<file path="config.mk">
export PLATFORM = sky130hd
export DESIGN_NAME = jtoutrun_lineint
export DESIGN_NICKNAME = d
export VERILOG_FILES = /design/src/rtl/jtoutrun_lineint_pkg.sv /design/src/rtl/jtoutrun_lineint_ch.sv /design/src/rtl/jtoutrun_lineint.sv
export SDC_FILE = /design/constraint.sdc
export NUM_CORES = 1
export LEC_CHECK = 0
export BUFFER_PORTS_ARGS = -buffer_cell sky130_fd_sc_hd__buf_2
export CORE_ASPECT_RATIO = 1.1
export CORE_MARGIN = 2
export CORE_UTILIZATION = 40
export DETAILED_ROUTE_END_ITERATION = 10
export SYNTH_ARGS = -nofsm -noshare
export SYNTH_HDL_FRONTEND = slang
export SYNTH_SLANG_ARGS = --single-unit
export TNS_END_PERCENT = 1
</file>
<file path="constraint.sdc">
create_clock -name clk -period 3.16 [get_ports clk]
set_input_delay 0.316 -clock clk [delete_from_list [all_inputs] [get_ports clk]]
set_output_delay 0.316 -clock clk [all_outputs]
set_load 0.02 [all_outputs]
</file>
<file path="src/rtl/jtoutrun_lineint_pkg.sv">
// Shared register map, CTRL bit positions and the legacy 64/128/192 reset defaults
// for the raster line-interrupt controller.
package jtoutrun_lineint_pkg;

  localparam int REG_LINE    = 0;
  localparam int REG_CTRL    = 1;
  localparam int CTRL_EN     = 0;
  localparam int CTRL_LATCH  = 1;
  localparam int CTRL_REPEAT = 2;
  localparam int CTRL_STEP   = 8;

  // STATUS sits right after the last channel's LINE/CTRL pair
  function automatic int status_addr(input int ch);
    return 2 * ch;
  endfunction

  function automatic logic [15:0] default_line(input int idx, input int vw);
    return 16'(((idx + 1) * 64) % (1 << vw));
  endfunction

  function automatic logic default_en(input int idx);
    return idx < 3;
  endfunction

endpackage

</file>
<file path="src/rtl/jtoutrun_lineint_ch.sv">
// One compare channel: LINE/CTRL registers, working compare line with repeat
// stepping, and its pending bit (pulse or latched).
module jtoutrun_lineint_ch
  import jtoutrun_lineint_pkg::*;
#(
  parameter int             VW   = 9,
  parameter logic [VW-1:0]  VMAX = 9'd261,
  parameter int             IDX  = 0
) (
  input  logic          clk,
  input  logic          rstn,
  input  logic          line_ev,
  input  logic          frame_ev,
  input  logic [VW-1:0] vdump,
  input  logic          we_line,
  input  logic          we_ctrl,
  input  logic          clr,
  input  logic [15:0]   wdata,
  input  logic [15:0]   wmask,
  output logic [VW-1:0] line,
  output logic [15:0]   ctrl,
  output logic          pend
);

  localparam logic [VW-1:0] DEF_LINE = VW'(default_line(IDX, VW));

  logic          en, latch, rep;
  logic [7:0]    step;
  logic [VW-1:0] cur;
  logic [VW-1:0] line_nx;
  logic [VW:0]   sum;
  logic          hit, en_nx, pend_nx;

  always_comb begin
    line_nx = (line & ~wmask[VW-1:0]) | (wdata[VW-1:0] & wmask[VW-1:0]);
    en_nx   = (we_ctrl && wmask[CTRL_EN]) ? wdata[CTRL_EN] : en;
    hit     = line_ev && en && (vdump == cur);
    sum     = {1'b0, cur} + (VW+1)'(step);
    // pulse clear, then W1C, then a fresh match wins; disabling overrides all
    pend_nx = pend;
    if (line_ev && !latch) pend_nx = 1'b0;
    if (clr)               pend_nx = 1'b0;
    if (hit)               pend_nx = 1'b1;
    if (!en_nx)            pend_nx = 1'b0;
  end

  always_ff @(posedge clk or negedge rstn) begin
    if (!rstn) begin
      line  <= DEF_LINE;
      cur   <= DEF_LINE;
      en    <= default_en(IDX);
      latch <= 1'b0;
      rep   <= 1'b0;
      step  <= 8'd0;
      pend  <= 1'b0;
    end else begin
      pend <= pend_nx;
      en   <= en_nx;
      if (we_ctrl && wmask[0]) begin
        latch <= wdata[CTRL_LATCH];
        rep   <= wdata[CTRL_REPEAT];
      end
      if (we_ctrl && wmask[8]) step <= wdata[CTRL_STEP +: 8];
      // a LINE write beats the frame reload, which beats the repeat step
      if (we_line) begin
        line <= line_nx;
        cur  <= line_nx;
      end else if (frame_ev) begin
        cur <= line;
      end else if (hit && rep) begin
        cur <= (sum > {1'b0, VMAX}) ? line : sum[VW-1:0];
      end
    end
  end

  assign ctrl = {step, 5'd0, rep, latch, en};

  logic unused_wdat;
  assign unused_wdat = ^{wdata, wmask};

endmodule

</file>
<file path="src/rtl/jtoutrun_lineint.sv">
// Programmable raster line-interrupt controller: hs/LVBL edge detection, CPU register
// window, CH compare channels and the registered active-low interrupt request.
module jtoutrun_lineint
  import jtoutrun_lineint_pkg::*;
#(
  parameter int            CH   = 4,
  parameter int            VW   = 9,
  parameter logic [VW-1:0] VMAX = 9'd261,
  parameter int            AW   = $clog2(2*CH+1)
) (
  input  logic          clk,
  input  logic          rstn,
  input  logic          pxl_cen,
  input  logic          hs,
  input  logic          LVBL,
  input  logic [VW-1:0] vdump,
  input  logic          cs,
  input  logic [AW-1:0] addr,
  input  logic [15:0]   cpu_dout,
  input  logic [1:0]    dswn,
  output logic [15:0]   cpu_din,
  output logic          line_intn,
  output logic [CH-1:0] pend
);

  logic          hs_l, lvbl_l;
  logic          line_ev, frame_ev, wr, rd;
  logic [15:0]   wmask, rdata;
  logic [CH-1:0] we_line, we_ctrl, clr;
  logic [VW-1:0] line_q [CH];
  logic [15:0]   ctrl_q [CH];

  assign line_ev  = pxl_cen & hs & ~hs_l;
  assign frame_ev = pxl_cen & ~LVBL & lvbl_l;
  assign wr       = cs & ~&dswn;
  assign rd       = cs & &dswn;
  assign wmask    = {{8{~dswn[1]}}, {8{~dswn[0]}}};

  always_comb begin
    we_line = '0;
    we_ctrl = '0;
    clr     = '0;
    rdata   = '0;
    for (int i = 0; i < CH; i++) begin
      if (int'(addr) == 2*i + REG_LINE) begin
        we_line[i] = wr;
        rdata      = 16'(line_q[i]);
      end
      if (int'(addr) == 2*i + REG_CTRL) begin
        we_ctrl[i] = wr;
        rdata      = ctrl_q[i];
      end
    end
    if (int'(addr) == status_addr(CH)) begin
      clr   = cpu_dout[CH-1:0] & wmask[CH-1:0] & {CH{wr}};
      rdata = 16'(pend);
    end
  end

  always_ff @(posedge clk or negedge rstn) begin
    if (!rstn) begin
      hs_l      <= 1'b0;
      lvbl_l    <= 1'b0;
      cpu_din   <= 16'd0;
      line_intn <= 1'b1;
    end else begin
      if (pxl_cen) begin
        hs_l   <= hs;
        lvbl_l <= LVBL;
      end
      if (rd) cpu_din <= rdata;
      line_intn <= ~|pend;
    end
  end

  for (genvar g = 0; g < CH; g++) begin : g_ch
    jtoutrun_lineint_ch #(
      .VW   (VW),
      .VMAX (VMAX),
      .IDX  (g)
    ) u_ch (
      .clk      (clk),
      .rstn     (rstn),
      .line_ev  (line_ev),
      .frame_ev (frame_ev),
      .vdump    (vdump),
      .we_line  (we_line[g]),
      .we_ctrl  (we_ctrl[g]),
      .clr      (clr[g]),
      .wdata    (cpu_dout),
      .wmask    (wmask),
      .line     (line_q[g]),
      .ctrl     (ctrl_q[g]),
      .pend     (pend[g])
    );
  end

endmodule

</file>
Word-level counts from Yosys, hierarchy flattened
Index checks and enable logic that the tools add are counted.

storage, ports and cells
  register bits after elaboration = 139
  RAM bits = 0
  memories kept = 0
  memory bits (read-only) = 0
  input port bits = 37
  bits in latches = 0
  logic and storage cells = 169

operators by class
  reductions and logical operators = 37
  muxes and demuxes = 54
  shift-type cells = 0
  $add $sub $neg = 4
  div/mod/pow operators = 0
  $lt $le $gt $ge = 4
  multiply operators = 0
  equal/unequal tests = 16
  bitwise gates (word level) = 22

operators with widths
  kind                                                    number
  2-to-1 mux 9 bit                                        17
  2-to-1 mux 16 bit                                       8
  bitwise AND 9 bit                                       5
  adder 9 x 8 -> 10 bit                                   4
  > comparator 10 x 9 -> 1 bit (second input constant)    4
  == test 9 bit                                           4
  OR 9 bit                                                4
  2-to-1 mux 1 bit                                        28
  logical AND 1 bit                                       24
  == test 4 bit (second input constant)                   5
  inequality test 4 x 3 -> 1 bit (second input constant)  4
  nonzero test 3 bit                                      4
  NOT 9 bit                                               1
  bitwise AND 4 bit                                       2
  == test 4 x 3 -> 1 bit (second input constant)          2
  bitwise AND 1 bit                                       6
  zero test 1 bit                                         6
  == test 4 x 2 -> 1 bit (second input constant)          1
  zero test 4 bit                                         1
  2-to-1 mux 4 bit                                        1
  NOT 1 bit                                               4
  OR reduction 4 bit                                      1
  AND reduction 2 bit                                     1

Longest topological paths before layout
Gate-level depths: netlist of run 1.

  depth in word-level cells = 10
  gate-level depth with buffers = 10

Cells and area by module
From an unflattened synthesis of run 1, not the netlist that was laid out.

second synthesis, totals
  cell total of the unflattened synthesis = 1132
  area total of the unflattened synthesis = 10628.9 sq um

by module, submodules not included
  module                               area an instance (sq um)  times used  cells an instance
  jtoutrun_lineint_ch at g_ch[0].u_ch  2299.7                    1           235
  jtoutrun_lineint_ch at g_ch[2].u_ch  2177.1                    1           218
  jtoutrun_lineint_ch at g_ch[1].u_ch  2174.6                    1           218
  jtoutrun_lineint_ch at g_ch[3].u_ch  2173.3                    1           218
  jtoutrun_lineint                     1804.2                    1           243

Worst setup path after synthesis of run 1
OpenSTA, ideal clock, no wires.

  path type = reg-to-reg
  start = reg g_ch[0].u_ch.cur[0]
  end = reg g_ch[0].u_ch.cur[0]
  slack = 0.440 ns
  path buffers = 1
  cell stages (with the launch flop) = 11
  library setup time = 0.126 ns
  arrival = 2.594 ns
  path through = dfrtp_1 > ha_1 > fa_1 > a211oi_1 > o21bai_1 > a222oi_1 > o211ai_1 > or3_4 > buf_6 > a211oi_1 > nor3_2

on the way
  cells in the longest elaborated chain, start to end = 6
  elaborated cells between the ends (all ways) = 10
  those cells by class = 1 x add/sub; 1 x order compare; 1 x eq/ne; 4 x mux; 3 x reduce/logical

RTL lines
  element                       RTL line                   text
  start, declared               jtoutrun_lineint_ch.sv:29  logic [VW-1:0] cur;
  start signal, assigned        jtoutrun_lineint_ch.sv:67  cur <= line_nx;
  start signal, assigned        jtoutrun_lineint_ch.sv:69  cur <= line;
  start signal, assigned        jtoutrun_lineint_ch.sv:71  cur <= (sum > {1'b0, VMAX}) ? line : sum[VW-1:0];
  adder 9 x 8 -> 10 bit         jtoutrun_lineint_ch.sv:38  sum = {1'b0, cur} + (VW+1)'(step);
  > comparator 10 x 9 -> 1 bit  jtoutrun_lineint_ch.sv:71
  2-to-1 mux 9 bit              jtoutrun_lineint_ch.sv:71
  2-to-1 mux 9 bit              jtoutrun_lineint_ch.sv:70  end else if (hit && rep) begin
  2-to-1 mux 9 bit              jtoutrun_lineint_ch.sv:68  end else if (frame_ev) begin
  2-to-1 mux 9 bit              jtoutrun_lineint_ch.sv:65  if (we_line) begin

Parallel ways exist; a longest one is shown, timed or not. The select of a mux whose other input is x is not followed.
A chain may end at the register's enable or synchronous reset.

Worst setup path in the final report of run 1
  start = reg g_ch[0].u_ch.step[0]
  end = reg g_ch[0].u_ch.cur[3]

on the way
  cells in the longest elaborated chain, start to end = 6

RTL lines
  element                       RTL line                   text
  start, declared               jtoutrun_lineint_ch.sv:28  logic [7:0] step;
  start signal, assigned        jtoutrun_lineint_ch.sv:63  if (we_ctrl && wmask[8]) step <= wdata[CTRL_STEP +: 8];
  adder 9 x 8 -> 10 bit (*)     jtoutrun_lineint_ch.sv:38
  > comparator 10 x 9 -> 1 bit  jtoutrun_lineint_ch.sv:71
  2-to-1 mux 9 bit (*)          jtoutrun_lineint_ch.sv:71
  2-to-1 mux 9 bit (*)          jtoutrun_lineint_ch.sv:70
  2-to-1 mux 9 bit (*)          jtoutrun_lineint_ch.sv:68
  2-to-1 mux 9 bit (*)          jtoutrun_lineint_ch.sv:65

Every way passes the cells marked *; elsewhere a longest branch is shown, timed or not. The select of a mux whose other input is x is not followed.

==> results by group, run 1 <==
Timing
  • Slew Viols, Final: 0
  • Fin Setup TNS: 0 ps
  • Slew @ Worst Pin: 812.3 ps
  • Worst hold slack: 140.6 ps
  • Setup violators final: 0
  • Min cycle time layout: 2981 ps
  • Worst Skew: 7.215 ps
  • Period utilization: 94.33%
  • Final hold vios: 0
  • RSZ-0062 raised after global routing: no
  • Fmax: 0.3355 GHz
  • Slew headroom: 45.73%

Clocking
  • Clk buf depth: 2
  • CTS tree: done
  • Root Buffer: clkbuf_16
  • H-tree depth: 4
  • CTS Sinks: 139
  • Clk slew on worst S/H paths: 60 ps
  • Latest clock arrival within the worst-skew pair: 440 ps
  • Num CTS Buffers: 17

Critical path
  • Crit path capture type: flip-flop
  • Crit-path most repeated cell: o21ai_1
  • CP peak stage delay: 410 ps
  • Reg-to-reg slack, setup: 180 ps
  • Worst Path Required: 3480 ps
  • R2R depth: 10
  • Kind of start point of the critical path: flip-flop
  • Slowest-stage cell, CP: fa_1
  • R2r startpoint: g_ch[0].u_ch.step[0]
  • Critical path class: flip-flop to flip-flop
  • Critical path cell sequence: ha_1, fa_1, a211oi_1, o21ai_1, a31o_1, a21oi_1, o21ai_1, buf_4, and3_1, o31a_1
  • Crit path max fanout: 8
  • Worst path arrival time: 3310 ps
  • Reg2reg end: g_ch[0].u_ch.cur[3]

Synth
  • Post-Syn Area: 0.009219 mm^2
  • Async SR Flop Fraction: 100.0%
  • Synthesized Nets: 1031
  • Seq/Total Area, Yosys: 37.92%
  • Warnings, synthesis: 0
  • Top_reg_cell synth: dfrtp_1
  • Number of synthesized flops with an enable pin: 0
  • Number of library cell types mapped by synthesis: 88
  • Syn_area_per_cell: 9.623 um^2
  • Post-synthesis instance total: 958
  • Seq cells post-synth: 139

Placement
  • PortBufs: 57
  • Placed insts: 1295
  • Area after DPL: 0.009892 mm^2
  • Hpwl dp: 22.99 mm
  • Routability cong.: 0.9748

Drt
  • Post-route ant nets: 0
  • Initial DRC count: 780
  • Total wire length: 30.10 mm
  • Detailed-route vias per instance: 5.961
  • Residual DRC: 0
  • Initial DRT Pass Iterations: 5
  • WL/cell: 22.66 um
  • Vias: 7916

Power and ir drop
  • P_int: 5.306 mW
  • P_sw: 3.508 mW
  • LEAKAGE: 4.549 nW
  • Switching Share: 39.80%
  • Maximum vdd drop: 0.3900 mV
  • Comb power frac: 41.8%
  • Sequential share of power: 32.4%
  • Clock power share: 25.8%
  • P per Cell Area: 834.4 mW/mm^2

Die
  • Core Region: 0.02279 mm^2
  • Die H: 163.2 um
  • Row count: 58
  • Die Wd: 148.7 um
  • DIE AREA: 0.02428 mm^2
  • Initial Util: 40.46%
  • I/O pin cnt: 58

Cells and area
  • Multi-input logic area: 0.005448 mm^2
  • Most common cell after layout, fill and taps aside: dfrtp_1
  • Area Overhead vs Synth: 14.59%
  • Layout cells sized above 1: 19.46%
  • Fin nets: 1088
  • Most frequent cells in the layout: 125 x dfrtp_1, 81 x a21oi_1, 68 x nand2_1
  • Final instance area: 0.01056 mm^2
  • Antenna Cells: 0
  • Non-Filler Instances: 1328
  • Flip-flop and latch area: 0.003496 mm^2
  • # fillers: 2243

Worst hold path
  • Hold Startpoint: LVBL
  • Hold Path End: lvbl_l
  • Hold crit path type: input pin to flip-flop
  • Worst Hold Path Cells: 2

Flow run
  • Max-Cap Viols: 0

Global routing
  • Pin count of the biggest net entering global routing: 61
  • Total track usage: 25.50%
  • First-pass GRT wire length: 46.42 mm
  • Initial antenna violation count: 0
  • Grt ovf: 0
  • Vias in the first global route: 7789

Outcome
  • Status: completed
==> synthesized netlist by cell type, types with 20 or more instances <==
master / instances / area (um^2)
o21ai_1: 21 / 105.1
dfrtp_1: 125 / 3128
mux2_1: 35 / 394.1
nand3_1: 25 / 125.1
a21oi_1: 81 / 405.4
clkbuf_1: 31 / 116.4
xnor2_1: 32 / 280.3
mux2_2: 47 / 529.3
ha_1: 32 / 400.4
o21ai_0: 53 / 265.3
nor2_1: 56 / 210.2
mux2i_1: 20 / 200.2
nand2_1: 68 / 255.2
==> worst max-delay path, delay by kind of cell (launching register included) <==
| family | cells | cell delay (ps) |
|---|---|---|
| adders and majority gates | 2 | 660 |
| AOI/OAI and AO/OA | 6 | 1400 |
| and+or+nand+nor | 1 | 160 |
| buffers and inverters | 1 | 230 |
| DFF | 1 | 400 |
==> registers in the layout, summed over array words and instances, names as in the netlist <==
register,flops
g_ch.u_ch.line,36
g_ch.u_ch.cur,36
lvbl_l,1
line_intn,1
hs_l,1
g_ch.u_ch.rep,4
g_ch.u_ch.step,32
g_ch.u_ch.pend,4
cpu_din,16
g_ch.u_ch.en,4
g_ch.u_ch.latch,4
==> power groups by stage <==
stage / Combinational (mW) / Clock [mW] / Sequential [mW]
3_5_place_dp: 3.62 / 0 / 2.88
2_1_floorplan: 2.83 / 0 / 2.59
4_1_cts: 3.64 / 2.30 / 2.85
6_report: 3.68 / 2.27 / 2.86
5_1_grt: 4.07 / 2.37 / 2.90
3_3_place_gp: 3.58 / 0 / 2.88
==> kinds of logic (layout without fill, tap and decap cells) <==
family / count (synthesis) / in the layout / share of synthesized area, %
adder cells (fa/ha/maj): 36 / 36 / 5.212
multiplexers: 104 / 104 / 12.68
XOR/XNOR: 47 / 47 / 4.465
AND/OR/NAND/NOR: 274 / 274 / 15.43
flip-flops: 139 / 139 / 37.92
buffers and inverters: 65 / 135 / 2.999
AO/OA/AOI/OAI: 293 / 293 / 21.29
==> stage by stage <==
step           utilization (%)  setup slack, ps  power (mW)
6_report                 46.36            179.3       8.814
5_1_grt                  46.36            23.48       9.338
4_1_cts                  46.35            198.7       8.795
3_5_place_dp             43.41            235.1       6.496
3_3_place_gp             43.41            261.4       6.462
2_1_floorplan                -            440.3       5.419
==> area by class of cell <==
cell class / count / area share (%)
Inverter: 18 / 0.6396
Tap cell: 300 / 3.553
Sequential cell: 139 / 33.09
Multi-Input combinational cell: 754 / 51.57
Clock inverter: 15 / 2.227
Timing Repair Buffer: 85 / 4.892
Clock buffer: 17 / 4.027
==> what timing repair did <==
item / in CTS / in global routing
resized for setup: 0 / 1
endpoints found under the hold margin: 55 / 0
buffers inserted: 0 / 0
endpoints found under the setup margin: 0 / 2
hold buffers: 1 / 0
==> worst max-delay path by stage <==
| stage | from | to | cells past startpoint |
|---|---|---|---|
| 5_1_grt | g_ch[0].u_ch.step[0] | g_ch[0].u_ch.cur[6] | 10 |
| 4_1_cts | g_ch[0].u_ch.step[0] | g_ch[0].u_ch.cur[3] | 9 |
| 2_1_floorplan | g_ch[0].u_ch.cur[0] | g_ch[0].u_ch.cur[0] | 10 |
| 6_report | g_ch[0].u_ch.step[0] | g_ch[0].u_ch.cur[3] | 10 |
| 3_5_place_dp | g_ch[1].u_ch.step[0] | g_ch[1].u_ch.cur[0] | 9 |
| 3_3_place_gp | g_ch[0].u_ch.step[0] | g_ch[0].u_ch.cur[3] | 9 |
==> metal layers <==
metal	GRT usage, %	share of wire, %
met5	0	0
met3	3.603	6.4
met4	10.95	3.4
met2	40.97	47
met1	34.46	43
(Power assumes the default switching activity.)
==> run 2: changes to the inputs <==
--- a/config.mk
+++ b/config.mk
@@ -6,10 +6,14 @@
 export NUM_CORES = 1
 export LEC_CHECK = 0
 export BUFFER_PORTS_ARGS = -buffer_cell sky130_fd_sc_hd__buf_2
+export CELL_PAD_IN_SITES_DETAIL_PLACEMENT = 1
+export CELL_PAD_IN_SITES_GLOBAL_PLACEMENT = 2
 export CORE_ASPECT_RATIO = 1.1
 export CORE_MARGIN = 2
 export CORE_UTILIZATION = 40
 export DETAILED_ROUTE_END_ITERATION = 10
+export PLACE_DENSITY_LB_ADDON = 0.1
+export REMOVE_ABC_BUFFERS = 1
 export SYNTH_ARGS = -nofsm -noshare
 export SYNTH_HDL_FRONTEND = slang
 export SYNTH_SLANG_ARGS = --single-unit
==> run 2 against run 1 <==
  * Final cell count is 0.60% higher
  * Count of clock-buffer cells in the layout rose by 3
  * Setup slack better by 23 ps
  * Critical path depth down 1
  * Total power up 0.88%
  * Via count increased by 1.9%
  * Non-clock buffer count increased by 8
  * Global-route usage up 3.5 points
  * Sequential share of layout area shrank 0.15 points
  * Clock power decreased by 3%
==> results by group, run 2 (synthesis results as in run 1) <==
Timing
  • Slew Viols, Final: 0 (unchanged)
  • RSZ-0062 raised after global routing: no
  • Fin Setup TNS: 0 ps (unchanged)
  • Final hold vios: 0 (unchanged)
  • Slew @ Worst Pin: 896.5 ps (+84.15 ps)
  • Slew headroom: 40.11% (-5.6 points)
  • Setup violators final: 0 (unchanged)
  • Worst Skew: 6.793 ps (-0.4223 ps)
  • Fmax: 0.3381 GHz (+0.77%)
  • Period utilization: 93.61% (-0.72 points)
  • Min cycle time layout: 2958 ps (-22.66 ps)
  • Crit path setup slack, layout: 201.9 ps (+22.66 ps)

Drt
  • Residual DRC: 0 (unchanged)
  • Initial DRC count: 664 (-15%)
  • Vias: 8065 (+1.9%)
  • WL/cell: 25.42 um (+12%)
  • Initial DRT Pass Iterations: 5 (unchanged)
  • Detailed-route vias per instance: 6.037 (+1.3%)
  • Total wire length: 33.97 mm (+13%)
  • Post-route ant nets: 0 (unchanged)

Critical path
  • Crit-path most repeated cell: or3_1
  • Worst path arrival time: 3300 ps (about the same)
  • Crit path max fanout: 5 (-3)
  • Worst Path Required: 3500 ps (+20 ps)
  • Critical path class: flip-flop to flip-flop
  • Slowest-stage cell, CP: fa_1
  • Worst path top cell family by delay: compound AO/OA/AOI/OAI gates
  • Kind of start point of the critical path: flip-flop
  • Crit path capture type: flip-flop
  • CP bufs+invs: 0 (-1)
  • CP peak stage delay: 450 ps (+40 ps)
  • Critical path cell sequence: ha_1, fa_1, a21oi_1, o22ai_1, o221ai_1, a32oi_1, or3_1, or3_1, a31oi_1

Clocking
  • CTS tree: done
  • Clk buf depth: 2 (unchanged)
  • Latest clock arrival within the worst-skew pair: 420 ps (-20 ps)
  • H-tree depth: 4 (unchanged)
  • Clk slew on worst S/H paths: 60 ps (about the same)
  • Root Buffer: clkbuf_16
  • CTS Sinks: 139 (unchanged)
  • Post-CTS setup buffers: 0 (unchanged)
  • Num CTS Buffers: 17 (unchanged)

Die
  • Die Wd: 148.7 um (unchanged)
  • Row count: 58 (unchanged)
  • Initial Util: 40.46% (unchanged)
  • Die H: 163.2 um (unchanged)
  • I/O pin cnt: 58 (unchanged)
  • Core Region: 0.02279 mm^2 (unchanged)
  • DIE AREA: 0.02428 mm^2 (unchanged)

Power and ir drop
  • Maximum vdd drop: 0.3476 mV (-11%)
  • LEAKAGE: 4.576 nW (+0.60%)
  • P per Cell Area: 838.0 mW/mm^2 (+0.43%)

Global routing
  • First-pass GRT wire length: 52.12 mm (+12%)
  • Initial antenna violation count: 1 (+1)
  • Pin count of the biggest net entering global routing: 66 (+8.2%)
  • Grt ovf: 0 (unchanged)
  • Vias in the first global route: 8284 (+6.4%)
  • Total track usage: 28.98% (+3.5 points)

Cells and area
  • Layout cells sized above 1: 20.08% (+0.62 points)
  • # fillers: 2619 (+17%)
  • Non-Filler Instances: 1336 (+0.60%)
  • Antenna Cells: 0 (unchanged)
  • Fin nets: 1096 (+0.74%)
  • Top Registers: g_ch.u_ch.cur: 36 flops, g_ch.u_ch.line: 36 flops, g_ch.u_ch.step: 32 flops
  • Area Overhead vs Synth: 15.11%
  • Most common cell after layout, fill and taps aside: dfrtp_1
  • Most frequent cells in the layout: 125 x dfrtp_1, 81 x a21oi_1, 68 x nand2_1
  • Final instance area: 0.01061 mm^2 (+0.45%)
  • Fin util: 46.57% (+0.21 points)

Placement
  • Hpwl dp: 26.39 mm (+15%)
  • Area after DPL: 0.009952 mm^2 (+0.61%)
  • Placed insts: 1303 (+0.62%)
  • Routability cong.: 0.9021 (-7.5%)
  • PortBufs: 57 (unchanged)
  • Worst slack, placed: 176.3 ps (-58.78 ps)

Worst hold path
  • Hold crit path type: input pin to flip-flop

Flow run
  • Max-Cap Viols: 0 (unchanged)

Outcome
  • Status: completed
==> run 2: cell type report <==
class | count | area, um^2 | area share, %
Sequential cell | 139 | 3496 | 32.94
Tap cell | 300 | 375.4 | 3.537
Inverter | 18 | 67.56 | 0.6367
Timing Repair Buffer | 93 | 576.8 | 5.436
Clock buffer | 20 | 456.7 | 4.304
Clock inverter | 12 | 186.4 | 1.757
Multi-Input combinational cell | 754 | 5453 | 51.39
==> run 2: worst paths after layout <==
kind	cells after the start	slack, ps	to	from
max	9	200	g_ch[2].u_ch.cur[3]	g_ch[2].u_ch.cur[0]
min	2	140	lvbl_l	LVBL
max reg2reg	9	200	g_ch[2].u_ch.cur[3]	g_ch[2].u_ch.cur[0]
min reg2reg	1	470	line_intn	g_ch[2].u_ch.pend
max in group asynchronous	3	1820	g_ch[1].u_ch.en	rstn
min in group asynchronous	2	450	g_ch[3].u_ch.step[5]	rstn
==> run 2: power by group <==
group | leakage, nW | switching [mW] | internal, mW
sequential | 1.73 | 0.645 | 2.24
combinational | 2.53 | 2.12 | 1.68
clock | 0.315 | 0.828 | 1.37
total | 4.58 | 3.60 | 5.30
==> run 2: metal layers <==
layer	wire [um]	global-route usage, %	up-vias
met5	12	0	-
met3	1615	4.274	57
met2	16280	47.75	203
met1	14950	38.85	4091
met4	1112	10.52	2
li1	-	-	3712
==> run 2: what timing repair did <==
| item | 4_1_cts | 5_1_grt |
|---|---|---|
| hold buffers | 1 | 0 |
| gates resized for setup | 0 | 2 |
| setup endpoints to repair | 0 | 5 |
| endpoints found under the hold margin | 58 | 0 |
==> run 2: per-stage QoR <==
stage	power, mW	hold slack [ps]
after floorplan	5.360	20.41
after global placement	6.628	368.9
after detailed placement	6.680	368.4
after CTS	8.929	131.8
after global routing	9.478	140.4
final	8.892	142.6
==> run 3: changes to the inputs <==
--- a/config.mk
+++ b/config.mk
@@ -9,11 +9,12 @@
 export CELL_PAD_IN_SITES_DETAIL_PLACEMENT = 1
 export CELL_PAD_IN_SITES_GLOBAL_PLACEMENT = 2
 export CORE_ASPECT_RATIO = 1.1
-export CORE_MARGIN = 2
+export CORE_MARGIN = 10
 export CORE_UTILIZATION = 40
 export DETAILED_ROUTE_END_ITERATION = 10
 export PLACE_DENSITY_LB_ADDON = 0.1
 export REMOVE_ABC_BUFFERS = 1
+export SLEW_MARGIN = 5
 export SYNTH_ARGS = -nofsm -noshare
 export SYNTH_HDL_FRONTEND = slang
 export SYNTH_SLANG_ARGS = --single-unit
==> constraint.sdc (replaced) <==
create_clock -name clk -period 2.95 [get_ports clk]
set_input_delay 0.295 -clock clk [delete_from_list [all_inputs] [get_ports clk]]
set_output_delay 0.295 -clock clk [all_outputs]
set_load 0.02 [all_outputs]
==> run 3 against run 2 <==
  * Clock skew rose by 3.4 ps
  * Clock power rose by 7%
  * Hold slack got worse by 24 ps
  * Utilization rose by 0.53 points
  * Global-route usage fell by 5.1 points
  * Critical path depth did not move
  * Combinational power rose by 13%
  * Sequential power rose by 6%
  * First-iteration DRC count fell by 6.0%
  * Setup slack got worse by 140 ps
  * Sequential share of layout area fell by 0.37 points
  * Die area rose by 22%
==> results by group, run 3 (synthesis results as in run 1) <==
Outcome
  • Status: completed

Global routing
  • Grt ovf: 0 (unchanged)
  • Pin count of the biggest net entering global routing: 61 (-7.6%)
  • Total track usage: 23.91% (-5.1 points)
  • Vias in the first global route: 8447 (+2.0%)
  • First-pass GRT wire length: 52.72 mm (+1.2%)
  • Initial antenna violation count: 2 (+1)

Die
  • Core Region: 0.02279 mm^2 (unchanged)
  • DIE AREA: 0.02953 mm^2 (+22%)
  • Row count: 58 (unchanged)
  • I/O pin cnt: 58 (unchanged)
  • Die H: 179.2 um (+9.8%)
  • Die Wd: 164.7 um (+11%)
  • Initial Util: 40.46% (unchanged)

Drt
  • Initial DRT Pass Iterations: 5 (unchanged)
  • WL/cell: 26.14 um (+2.8%)
  • Residual DRC: 0 (unchanged)
  • Initial DRC count: 624 (-6.0%)
  • Vias: 8178 (+1.4%)
  • Total wire length: 35.23 mm (+3.7%)
  • Post-route ant nets: 0 (unchanged)
  • Detailed-route vias per instance: 6.067 (+0.50%)

Power and ir drop
  • Clock power share: 24.3% (-0.5 points)
  • P per Cell Area: 903.9 mW/mm^2 (+7.9%)
  • Switching Share: 40.56% (+0.13 points)
  • Sequential share of power: 31.6% (-0.9 points)
  • P_sw: 3.935 mW (+9.5%)
  • Maximum vdd drop: 0.3884 mV (+12%)
  • P_int: 5.766 mW (+8.9%)
  • LEAKAGE: 4.623 nW (+1.0%)
  • Comb power frac: 44.1% (+1.3 points)
  • Power, Total: 9.702 mW (+9.1%)

Timing
  • RSZ-0062 raised after global routing: yes
  • Slew @ Worst Pin: 846.2 ps (-50.31 ps)
  • Worst hold slack: 119.0 ps (-23.57 ps)
  • Period utilization: 97.94% (+4.3 points)
  • Min cycle time layout: 2889 ps (-68.81 ps)
  • Worst Skew: 10.19 ps (+3.399 ps)
  • Final hold vios: 0 (unchanged)
  • Slew Viols, Final: 0 (unchanged)
  • Slew headroom: 43.47% (+3.4 points)
  • Setup violators final: 0 (unchanged)
  • Fmax: 0.3461 GHz (+2.4%)

Critical path
  • Worst path top cell family by delay: compound AO/OA/AOI/OAI gates
  • CP peak stage delay: 470 ps (+20 ps)
  • Worst Path Required: 3270 ps (-230 ps)
  • Critical path class: flip-flop to flip-flop
  • Crit path capture type: flip-flop
  • Slowest-stage cell, CP: or3_4
  • CP bufs+invs: 0 (unchanged)
  • Critical path cell sequence: ha_1, fa_1, a211oi_2, o21bai_1, a222oi_1, o211ai_1, or3_4, and3_1, o31a_1
  • Kind of start point of the critical path: flip-flop
  • Crit path max fanout: 12 (+7)
  • Worst path arrival time: 3210 ps (-90 ps)

Cells and area
  • Layout cells sized above 1: 21.28% (+1.2 points)
  • Final instance area: 0.01073 mm^2 (+1.1%)
  • Fin nets: 1109 (+1.2%)
  • Area Overhead vs Synth: 16.42%
  • Most frequent cells in the layout: 125 x dfrtp_1, 80 x a21oi_1, 68 x nand2_1
  • Antenna Cells: 0 (unchanged)
  • Fin util: 47.10% (+0.53 points)
  • Most common cell after layout, fill and taps aside: dfrtp_1
  • Non-Filler Instances: 1348 (+0.90%)
  • Top Registers: g_ch.u_ch.cur: 36 flops, g_ch.u_ch.line: 36 flops, g_ch.u_ch.step: 32 flops

Clocking
  • Clk slew on worst S/H paths: 70 ps (about the same)
  • H-tree depth: 4 (unchanged)
  • Num CTS Buffers: 17 (unchanged)
  • CTS tree: done
  • Latest clock arrival within the worst-skew pair: 430 ps (about the same)
  • Root Buffer: clkbuf_16
  • CTS Sinks: 139 (unchanged)
  • Clk buf depth: 2 (unchanged)
  • Post-CTS setup buffers: 0 (unchanged)

Placement
  • PortBufs: 57 (unchanged)
  • Area after DPL: 0.01005 mm^2 (+0.98%)
  • Placed insts: 1316 (+1.0%)
  • Routability cong.: 0.9012 (about the same)
  • Hpwl dp: 27.38 mm (+3.8%)

Worst hold path
  • Hold crit path type: input pin to flip-flop

Flow run
  • Max-Cap Viols: 0 (unchanged)
## run 3: changes by cell type in the layout (fill, tap and decap cells not counted), moves of 2 or more
cell and delta:
clkinvlp_4 +2, clkinv_4 -2, a211oi_4 +2, buf_4 +13, a211oi_2 -2
## run 3: metrics by stage
| step | setup TNS [ps] | worst slack (ps) |
|---|---|---|
| floorplan | 0 | 182.3 |
| global placement | 0 | 75.22 |
| detailed placement | -15.41 | -15.41 |
| CTS | 0 | 41.84 |
| global route | -175.4 | -46.32 |
| finish | 0 | 60.76 |
## run 3: power groups by stage
stage                     sequential [mW]  combinational (mW)  clock, mW
after floorplan                      2.80                2.95          0
after global placement               3.08                4.14          0
after detailed placement             3.09                4.17          0
after CTS                            3.06                4.21       2.38
after global routing                 3.11                4.73       2.47
final                                3.07                4.28       2.35
## run 3: timing repair
action,CTS,global route
endpoints found under the setup margin,3,17
hold buffers,1,0
gates resized for setup,2,7
pin swaps,0,1
endpoints found under the hold margin,54,0
## run 3: worst paths after layout
kind / startpoint / endpoint / slack [ps] / cells past startpoint
max: g_ch[0].u_ch.step[0] / g_ch[0].u_ch.cur[3] / 60 / 9
min: LVBL / lvbl_l / 120 / 2
max reg2reg: g_ch[0].u_ch.step[0] / g_ch[0].u_ch.cur[3] / 60 / 9
min reg2reg: cpu_din[9] / cpu_din[9] / 470 / 2
max in group asynchronous: rstn / g_ch[2].u_ch.cur[6] / 1620 / 3
min in group asynchronous: rstn / g_ch[2].u_ch.cur[4] / 450 / 2
## run 3: metal layers
| metal | share of wire [%] | vias up | GRT usage (%) | routed length, um |
|---|---|---|---|---|
| li1 | - | 3737 | - | - |
| met1 | 44 | 4161 | 30.94 | 15570 |
| met2 | 48 | 224 | 39.72 | 16990 |
| met3 | 4.5 | 56 | 3.422 | 1587 |
| met4 | 3.1 | 0 | 8.752 | 1089 |
| met5 | 0 | - | 0 | 0 |
## run 3: cell type report
cell class	count	area [um^2]
Tap cell	300	375.4
Clock inverter	12	190.2
Clock buffer	19	442.9
Inverter	18	67.56
Fill cell	2622	12050
Multi-Input combinational cell	754	5487
Timing Repair Buffer	106	674.4
Sequential cell	139	3496
